<file path="src/rtl/vga_timing_pkg.sv">
// rtl/vga_timing_pkg.sv - shared phase enum, 640x480 constants and sizing helpers for the VGA timing generator
package vga_timing_pkg;

    // Four-phase sequence shared by the horizontal and vertical axes.
    typedef enum logic [1:0] {
        PH_ACT = 2'd0,
        PH_FP  = 2'd1,
        PH_SYN = 2'd2,
        PH_BP  = 2'd3
    } phase_e;

    // 640x480 @ 60 Hz timing.
    localparam int VGA_H_ACTIVE = 640;
    localparam int VGA_H_FP     = 16;
    localparam int VGA_H_SYNC   = 96;
    localparam int VGA_H_BP     = 48;
    localparam int VGA_V_ACTIVE = 480;
    localparam int VGA_V_FP     = 10;
    localparam int VGA_V_SYNC   = 2;
    localparam int VGA_V_BP     = 33;

    // Length of the given phase in steps.
    function automatic int phase_len(input phase_e ph, input int l_act, input int l_fp,
                                     input int l_syn, input int l_bp);
        phase_len = l_bp;
        case (ph)
            PH_ACT:  phase_len = l_act;
            PH_FP:   phase_len = l_fp;
            PH_SYN:  phase_len = l_syn;
            default: phase_len = l_bp;
        endcase
    endfunction

    // Counter width able to hold the longest phase without overflow.
    function automatic int count_width(input int a, input int b, input int c, input int d);
        int m;
        m = a;
        if (b > m) m = b;
        if (c > m) m = c;
        if (d > m) m = d;
        count_width = $clog2(m + 1);
    endfunction

endpackage

</file>
<file path="src/rtl/vga_axis_counter.sv">
// rtl/vga_axis_counter.sv - four-phase counter for one VGA axis (ACT/FP/SYN/BP)
//
// Ports:
//   Clock, Reset  system clock, synchronous active-high reset
//   step_i        advance one unit (pixel or line)
//   phase_o       current phase
//   count_o       position inside the current phase, restarts at 0 on each phase change
//   wrap_o        combinational: this step leaves the last unit of PH_BP
module vga_axis_counter
    import vga_timing_pkg::*;
#(
    parameter int L_ACT = 640,
    parameter int L_FP  = 16,
    parameter int L_SYN = 96,
    parameter int L_BP  = 48,
    parameter int CW    = count_width(L_ACT, L_FP, L_SYN, L_BP)
) (
    input  logic          Clock,
    input  logic          Reset,
    input  logic          step_i,
    output phase_e        phase_o,
    output logic [CW-1:0] count_o,
    output logic          wrap_o
);

    phase_e        phase_q, phase_d;
    logic [CW-1:0] count_q, count_d;
    logic          last;

    always_ff @(posedge Clock) begin
        if (Reset) begin
            phase_q <= PH_ACT;
            count_q <= '0;
        end else begin
            phase_q <= phase_d;
            count_q <= count_d;
        end
    end

    always_comb begin
        phase_d = phase_q;
        count_d = count_q;
        last    = (count_q == CW'(phase_len(phase_q, L_ACT, L_FP, L_SYN, L_BP) - 1));
        wrap_o  = step_i && last && (phase_q == PH_BP);
        if (step_i) begin
            if (last) begin
                count_d = '0;
                case (phase_q)
                    PH_ACT:  phase_d = PH_FP;
                    PH_FP:   phase_d = PH_SYN;
                    PH_SYN:  phase_d = PH_BP;
                    default: phase_d = PH_ACT;
                endcase
            end else begin
                count_d = count_q + 1'b1;
            end
        end
    end

    assign phase_o = phase_q;
    assign count_o = count_q;

endmodule

</file>
<file path="src/rtl/vga_timing_gen.sv">
// rtl/vga_timing_gen.sv - parametrised VGA timing generator with pixel prescaler and scaled memory addresses
//
// Ports:
//   Clock, Reset          system clock, synchronous active-high reset
//   oVGAHorizontalSync    HS_POL during horizontal sync, ~HS_POL otherwise
//   oVGAVerticalSync      VS_POL during vertical sync lines, ~VS_POL otherwise
//   oVideoActive          pixel lies in both active regions
//   oVideoMemCol/Row      pixel coordinate >> SCALE_SHIFT (zero outside active)
//   oPixelTick            first Clock of each pixel
//   oLineStart            first Clock of pixel 0 of every line
//   oFrameStart           first Clock of pixel (0,0) of every frame
// All outputs are registered.
module vga_timing_gen
    import vga_timing_pkg::*;
#(
    parameter int   H_ACTIVE    = VGA_H_ACTIVE,
    parameter int   H_FP        = VGA_H_FP,
    parameter int   H_SYNC      = VGA_H_SYNC,
    parameter int   H_BP        = VGA_H_BP,
    parameter int   V_ACTIVE    = VGA_V_ACTIVE,
    parameter int   V_FP        = VGA_V_FP,
    parameter int   V_SYNC      = VGA_V_SYNC,
    parameter int   V_BP        = VGA_V_BP,
    parameter logic HS_POL      = 1'b0,
    parameter logic VS_POL      = 1'b0,
    parameter int   CLK_DIV     = 2,
    parameter int   SCALE_SHIFT = 0,
    parameter int   X_WIDTH     = 8,
    parameter int   Y_WIDTH     = 8
) (
    input  logic               Clock,
    input  logic               Reset,
    output logic               oVGAHorizontalSync,
    output logic               oVGAVerticalSync,
    output logic               oVideoActive,
    output logic [X_WIDTH-1:0] oVideoMemCol,
    output logic [Y_WIDTH-1:0] oVideoMemRow,
    output logic               oPixelTick,
    output logic               oLineStart,
    output logic               oFrameStart
);

    localparam int HCW = count_width(H_ACTIVE, H_FP, H_SYNC, H_BP);
    localparam int VCW = count_width(V_ACTIVE, V_FP, V_SYNC, V_BP);
    localparam int PW  = (CLK_DIV > 1) ? $clog2(CLK_DIV) : 1;

    logic [PW-1:0]  presc_q;
    logic           pix_step, pix_first;
    phase_e         h_phase, v_phase;
    logic [HCW-1:0] h_count;
    logic [VCW-1:0] v_count;
    logic           h_wrap, v_wrap;

    // Set by the step that wraps an axis (and by reset), so they are high
    // exactly on the first Clock of the following pixel (0) / (0,0).
    logic line_pend_q, frame_pend_q;

    logic               hsync_q, hsync_d;
    logic               vsync_q, vsync_d;
    logic               active_q, active_d;
    logic [X_WIDTH-1:0] col_q, col_d;
    logic [Y_WIDTH-1:0] row_q, row_d;
    logic               tick_q, line_q, frame_q;

    assign pix_step  = (presc_q == PW'(CLK_DIV - 1));
    assign pix_first = (presc_q == '0);

    always_ff @(posedge Clock) begin
        if (Reset || pix_step) presc_q <= '0;
        else                   presc_q <= presc_q + 1'b1;
    end

    vga_axis_counter #(
        .L_ACT(H_ACTIVE), .L_FP(H_FP), .L_SYN(H_SYNC), .L_BP(H_BP), .CW(HCW)
    ) u_h (
        .Clock  (Clock),
        .Reset  (Reset),
        .step_i (pix_step),
        .phase_o(h_phase),
        .count_o(h_count),
        .wrap_o (h_wrap)
    );

    vga_axis_counter #(
        .L_ACT(V_ACTIVE), .L_FP(V_FP), .L_SYN(V_SYNC), .L_BP(V_BP), .CW(VCW)
    ) u_v (
        .Clock  (Clock),
        .Reset  (Reset),
        .step_i (h_wrap),
        .phase_o(v_phase),
        .count_o(v_count),
        .wrap_o (v_wrap)
    );

    always_ff @(posedge Clock) begin
        if (Reset) begin
            line_pend_q  <= 1'b1;
            frame_pend_q <= 1'b1;
        end else begin
            line_pend_q  <= h_wrap;
            frame_pend_q <= v_wrap;
        end
    end

    always_comb begin
        hsync_d  = (h_phase == PH_SYN) ? HS_POL : ~HS_POL;
        vsync_d  = (v_phase == PH_SYN) ? VS_POL : ~VS_POL;
        active_d = (h_phase == PH_ACT) && (v_phase == PH_ACT);
        col_d    = '0;
        row_d    = '0;
        if (active_d)          col_d = X_WIDTH'(h_count >> SCALE_SHIFT);
        if (v_phase == PH_ACT) row_d = Y_WIDTH'(v_count >> SCALE_SHIFT);
    end

    always_ff @(posedge Clock) begin
        if (Reset) begin
            hsync_q  <= ~HS_POL;
            vsync_q  <= ~VS_POL;
            active_q <= 1'b0;
            col_q    <= '0;
            row_q    <= '0;
            tick_q   <= 1'b0;
            line_q   <= 1'b0;
            frame_q  <= 1'b0;
        end else begin
            hsync_q  <= hsync_d;
            vsync_q  <= vsync_d;
            active_q <= active_d;
            col_q    <= col_d;
            row_q    <= row_d;
            tick_q   <= pix_first;
            line_q   <= line_pend_q;
            frame_q  <= frame_pend_q;
        end
    end

    assign oVGAHorizontalSync = hsync_q;
    assign oVGAVerticalSync   = vsync_q;
    assign oVideoActive       = active_q;
    assign oVideoMemCol       = col_q;
    assign oVideoMemRow       = row_q;
    assign oPixelTick         = tick_q;
    assign oLineStart         = line_q;
    assign oFrameStart        = frame_q;

endmodule

</file>
<file path="config.mk">
export PLATFORM = sky130hd
export DESIGN_NAME = vga_timing_gen
export DESIGN_NICKNAME = d
export VERILOG_FILES = /design/src/rtl/vga_timing_pkg.sv /design/src/rtl/vga_axis_counter.sv /design/src/rtl/vga_timing_gen.sv
export SDC_FILE = /design/constraint.sdc
export NUM_CORES = 1
export LEC_CHECK = 0
export CORE_MARGIN = 5
export CORE_UTILIZATION = 39
export DETAILED_ROUTE_END_ITERATION = 8
export PLACE_DENSITY = 0.68
export SLEW_MARGIN = 30
export SYNTH_ARGS = -nofsm -noshare
export SYNTH_HDL_FRONTEND = slang
export SYNTH_HIERARCHICAL = 1
export SYNTH_SLANG_ARGS = --single-unit
</file>
<file path="constraint.sdc">
create_clock -name Clock -period 2.5 [get_ports Clock]
set_clock_uncertainty 0.1 [all_clocks]
set_input_delay 0.5 -clock Clock [delete_from_list [all_inputs] [get_ports Clock]]
set_output_delay 0.5 -clock Clock [all_outputs]
set_load 0.05 [all_outputs]
</file>
==> flow_metrics.py, run 1 <==
metrics = {
    "outcome": {
        "status": "finished clean",
    },
    "detailed_routing": {
        "ant_nets": 0,
        "dr.first_iter.drc_count": 51,
        "vias": 1404,
        "post_drt_wl_per_cell_um": 11.3,
        "viasPerCell": 4.54,
        "wl_um": 3490,
        "drc": 0,
        "dr.pass1.iters": 4,
    },
    "setup_path": {
        "worstSetupPathType": "flip-flop to flip-flop",
        "path_depth": 9,
        "cp_top_family": "simple AND/OR/NAND/NOR gates",
        "worst_r2r_endpoint": "u_v/count_o[7]",
        "rrSetupSlack_ns": 0.09,
        "start_kind": "flip-flop",
        "crit_slowest_cell": "nor4b_1",
        "path_buf_inv": 1,
        "critPathMaxFanout": 5,
        "critPathCapture": "u_v/count_o[7]",
        "reg2regPathDepth": 9,
        "crit_start": "u_h/phase_o[0]",
        "cp_cell_sequence": "inv_4 > ha_1 > nor4b_1 > o311a_4 > and2_4 > nand4_1 > nor3_2 > xnor2_1 > nor2_1",
        "cp.arrival_ns": 2.50,
        "reg2reg_from": "u_h/phase_o[0]",
        "max_stage_delay_ns": 0.49,
        "endpoint_kind": "flip-flop",
        "worst-endpoint-required_ns": 2.59,
    },
    "timing": {
        "fmax_ghz": 0.415,
        "setup_viol": 0,
        "finalHoldViolCount": 0,
        "relSlewSlack": 0.661,
        "slew_violations": 0,
        "min_period_ns": 2.41,
        "worstMarginPinSlew_ns": 0.507,
        "rsz0062_at_grt": "no",
        "fin_crit_sh": 0.965,
        "tns_ns": 0,
    },
    "pwr": {
        "swShare": 0.227,
        "p_clk_frac": 0.361,
        "pwr-share-seq": 0.588,
        "internal-power_uw": 1020,
        "comb_power_share": 0.051,
        "p_sw_uw": 301,
        "finalPower_uw": 1330,
        "p_leak_uw": 0.000974,
        "powerDensity_mw_per_mm2": 505,
        "irDropWorstVdd_uv": 193,
    },
    "hold_path": {
        "worstHoldStart": "line_pend_q",
        "hp-class": "flip-flop to flip-flop",
    },
    "synthesis": {
        "yosysSeqAreaShare": 0.451,
        "yosys_warnings": 6,
        "ys_ff_latch": 48,
        "ys_types": 37,
        "avgSynthCellArea_um2": 10.5,
        "netlist_instances": 203,
        "syn_nets": 220,
        "syn_area_mm2": 0.00213,
    },
    "clocking": {
        "clk_latency_ns": 0.30,
        "cts_tree": "yes",
        "path_clk_slew_ns": 0.09,
        "cts_hold_buffers": 0,
        "numCtsBuffers": 5,
        "clock_sinks": 48,
        "clk_path_buf_depth": 2,
        "cts_setup_buffers": 0,
        "htreeDepth": 2,
        "root_buffer": "clkbuf_8",
    },
    "global_route": {
        "antenna_found_initial": 0,
        "grt_remaining_overflow": 0,
        "grt_pass1_vias": 1322,
        "grt_max_degree": 28,
        "grt_pass1_wl_um": 6140,
        "grt_usage": 0.106,
    },
    "floorplan": {
        "die_area_mm2": 0.00704,
        "die_y_um": 83.9,
        "core-area_mm2": 0.00541,
        "chipWidth_um": 83.9,
        "io_pins": 24,
        "num_rows": 27,
        "start_util": 0.394,
    },
    "layout": {
        "nets": 253,
        "final_area_mm2": 0.00263,
        "synthToLayoutAreaGrowth_pct": 23.4,
        "num_antenna_cells": 0,
        "final_common_cell": "dfxtp_1",
        "drive_gt1_frac": 0.266,
        "final_cell_mix": "dfxtp_1, clkdlybuf4s50_1, nor2_1",
        "stdcell_count": 309,
    },
    "flow_run": {
        "drv_cap": 0,
    },
    "placed_design": {
        "portBuffers": 23,
        "gp_congestion": 0.811,
        "dpl-instance-area_mm2": 0.00249,
        "dpl.hpwl_um": 2430,
        "placed_cells": 301,
    },
}
==> per-layer routing <==
metal	GRT usage	wire length, µm	share of wire
met2	0.174	1530	0.44
met5	0	0	0
met4	0.0439	68	0.019
met1	0.134	1760	0.50
met3	0.0257	137	0.039
==> worst min path at each step <==
stage,depth (start not counted),endpoint,slack (ns)
global route,1,oLineStart,0.38
CTS,1,oLineStart,0.35
floorplan,1,oFrameStart,0.33
detailed placement,1,oLineStart,0.34
finish,1,oLineStart,0.35
global placement,1,oLineStart,0.33
==> state kept, by name, summed over array words and instances (netlist names) <==
name	count
line_pend_q	1
oVGAHorizontalSync	1
u_h/phase_o	2
oLineStart	1
u_h/count_o	10
oVideoMemCol	8
oVideoActive	1
pix_step	1
oVGAVerticalSync	1
oPixelTick	1
oFrameStart	1
frame_pend_q	1
u_v/phase_o	2
u_v/count_o	9
oVideoMemRow	8
==> per-stage QoR <==
stage | worst slack, ns | util | hold slack, ns
finish | 0.0887 | 0.486 | 0.351
global placement | 0.138 | 0.461 | 0.332
detailed placement | 0.0516 | 0.461 | 0.336
CTS | 0.0414 | 0.479 | 0.354
global route | 0.00208 | 0.486 | 0.376
floorplan | 0.0128 | - | 0.328
==> final cells by class <==
type / count / area [µm²]
clock inverters: 2 / 15.0
flip-flops and latches: 48 / 963
clock buffers: 6 / 82.6
multi-input cells: 146 / 1170
inverters: 5 / 21.3
repair buffers: 30 / 283
fillers: 492 / 2780
well taps: 72 / 90.1
==> repair_timing <==
item                                    CTS  global route
hold endpoints to repair                  0             0
resized for setup                         0            11
endpoints found under the setup margin    0             8
==> Yosys cell counts (all sizes together) <==
| cell | n | share of area |
|---|---|---|
| nor3 | 18 | 0.071 |
| nor4b | 2 | 0.011 |
| clkbuf | 1 | 0.0018 |
| and2 | 10 | 0.033 |
| o2111ai | 1 | 0.0041 |
| and3 | 8 | 0.028 |
| and2b | 2 | 0.0082 |
| nand2b | 5 | 0.015 |
| o21ai | 3 | 0.0070 |
| dfxtp | 48 | 0.45 |
| inv | 5 | 0.0088 |
| nor2 | 21 | 0.037 |
| a211oi | 1 | 0.0059 |
| o21bai | 1 | 0.0053 |
| nor4 | 4 | 0.012 |
| xnor2 | 15 | 0.062 |
| nand4 | 5 | 0.015 |
| nand3b | 1 | 0.0035 |
| mux2 | 1 | 0.0070 |
| mux2i | 4 | 0.019 |
| nand2 | 11 | 0.019 |
| and4 | 2 | 0.0088 |
| ha | 15 | 0.088 |
| buf | 3 | 0.013 |
| or3b | 2 | 0.0082 |
| or2 | 3 | 0.0088 |
| xor2 | 9 | 0.037 |
| o311a | 1 | 0.010 |
| a21oi | 1 | 0.0023 |
==> cells by family (layout without fill, tap and decap cells) <==
kind of cell,Yosys count,count (layout),synth area share
AND/OR/NAND/NOR,94,94,0.278
flip-flops,48,48,0.451
XOR/XNOR,24,24,0.0987
adder cells (fa/ha/maj),15,15,0.0881
buffers and inverters,9,43,0.0235
AO/OA/AOI/OAI,8,8,0.0347
multiplexers,5,5,0.0259
==> power groups by stage <==
stage,clock (µW),sequential [µW],combinational [µW]
finish,478,780,67.5
global route,537,782,72.4
CTS,498,780,68.8
detailed placement,0,798,68.8
global placement,0,798,68.3
floorplan,0,819,24.8
Note: power is estimated with default switching activity, not from simulation.
==> run 2, diff against run 1 <==
Settings changed: MAX_ROUTING_LAYER set to met4.
==> flow_metrics.py, run 2 (synthesis results as in run 1) <==
metrics = {
    "clocking": {
        "cts_hold_buffers": 0,
        "root_buffer": "clkbuf_8",
        "clock_sinks": 48,
        "htreeDepth": 2,
        "numCtsBuffers": 5,
        "path_clk_slew_ns": 0.09,
        "cts_setup_buffers": 0,
        "cts_tree": "yes",
        "clk_path_buf_depth": 2,
        "clk_latency_ns": 0.30,
    },
    "detailed_routing": {
        "viasPerCell": 4.54,
        "drc": 0,
        "ant_nets": 0,
        "dr.pass1.iters": 4,
        "vias": 1403,
        "wl_um": 3480,
        "post_drt_wl_per_cell_um": 11.2,
        "dr.first_iter.drc_count": 52,
    },
    "timing": {
        "fin_crit_sh": 0.952,
        "fmax_ghz": 0.420,
        "relSlewSlack": 0.657,
        "setup_ws_ns": 0.119,
        "setup_viol": 0,
        "rsz0062_at_grt": "no",
        "min_period_ns": 2.38,
        "worstMarginPinSlew_ns": 0.513,
        "finalHoldViolCount": 0,
        "slew_violations": 0,
        "tns_ns": 0,
        "hold_slack_ns": 0.352,
    },
    "hold_path": {
        "holdPathStages": 1,
        "hp-class": "flip-flop to flip-flop",
    },
    "flow_run": {
        "drv_cap": 0,
    },
    "pwr": {
        "irDropWorstVdd_uv": 193,
        "powerDensity_mw_per_mm2": 505,
        "p_leak_uw": 0.000974,
    },
    "setup_path": {
        "critPathMaxFanout": 5,
        "cp_cell_sequence": "inv_4 > ha_1 > nor4b_1 > o311a_4 > and2_4 > nand4_1 > nor3_2 > xnor2_1 > nor2_1",
        "worst-endpoint-required_ns": 2.59,
        "cp.arrival_ns": 2.47,
        "max_stage_delay_ns": 0.47,
        "reg2regPathDepth": 9,
        "crit_slowest_cell": "nor4b_1",
        "start_kind": "flip-flop",
        "endpoint_kind": "flip-flop",
        "worstSetupPathType": "flip-flop to flip-flop",
    },
    "layout": {
        "largest_reg_flops": 10,
        "synthToLayoutAreaGrowth_pct": 23.4,
        "final_cell_mix": "dfxtp_1, clkdlybuf4s50_1, nor2_1",
        "stdcell_count": 309,
        "final_util": 0.486,
        "final_common_cell": "dfxtp_1",
        "drive_gt1_frac": 0.266,
        "num_antenna_cells": 0,
        "nets": 253,
    },
    "placed_design": {
        "dpl.hpwl_um": 2430,
        "placed_cells": 301,
        "gp_congestion": 0.823,
        "pre_cts_ws_ns": 0.0516,
        "portBuffers": 23,
    },
    "global_route": {
        "grt_max_degree": 28,
        "antenna_found_initial": 0,
        "grt_remaining_overflow": 0,
        "grt_usage": 0.109,
        "grt_pass1_vias": 1321,
        "grt_pass1_wl_um": 6150,
    },
    "floorplan": {
        "core-area_mm2": 0.00541,
        "die_y_um": 83.9,
        "io_pins": 24,
        "die_area_mm2": 0.00704,
        "start_util": 0.394,
        "chipWidth_um": 83.9,
        "num_rows": 27,
    },
    "outcome": {
        "status": "finished clean",
    },
}
## run 2: cell counts in the layout (fill, tap and decap cells not counted)
No cell type changed its count.
## run 2: final timing paths
path                                      from             end  slack [ns]
worst max register to register  u_h/phase_o[0]  u_v/count_o[7]        0.12
worst min register to register     line_pend_q      oLineStart        0.35
worst min-delay path               line_pend_q      oLineStart        0.35
worst max-delay path            u_h/phase_o[0]  u_v/count_o[7]        0.12
## run 2: final cells by class
cell class,count,area (µm²)
clock buffers,6,82.6
multi-input cells,146,1170
inverters,5,21.3
fillers,492,2780
clock inverters,2,15.0
repair buffers,30,283
well taps,72,90.1
flip-flops and latches,48,963
## run 2: timing repair
| item | in CTS | in global routing |
|---|---|---|
| setup endpoints to repair | 0 | 8 |
| resized for setup | 0 | 11 |
| endpoints found under the hold margin | 0 | 0 |
## run 2: per-stage QoR
step	area [µm²]	power, µW
2_1_floorplan	2150	844
3_3_place_gp	2490	867
3_5_place_dp	2490	867
4_1_cts	2590	1350
5_1_grt	2630	1390
6_report	2630	1330
## run 2: critical path, delay by kind of cell (launching register included)
kind | cells | cell delay [ns]
buffers and inverters | 1 | 0.05
XOR/XNOR | 1 | 0.13
AND/OR/NAND/NOR | 5 | 1.13
AO/OA/AOI/OAI | 1 | 0.25
flip-flops | 1 | 0.36
adder cells (fa/ha/maj) | 1 | 0.25
## run 2: power by group
group	switching, µW	internal, µW	total [µW]
Clock	255	224	479
Sequential	4.94	775	780
Combinational	41.6	25.9	67.5
Total	302	1020	1330
## run 2: layer usage
metal	part of all wire	vias up	wire (µm)	track usage
met5	0	-	0	-
met4	0.020	0	69	0.0439
met3	0.037	7	128	0.0237
met2	0.44	20	1520	0.174
met1	0.51	625	1760	0.135
li1	-	751	-	-
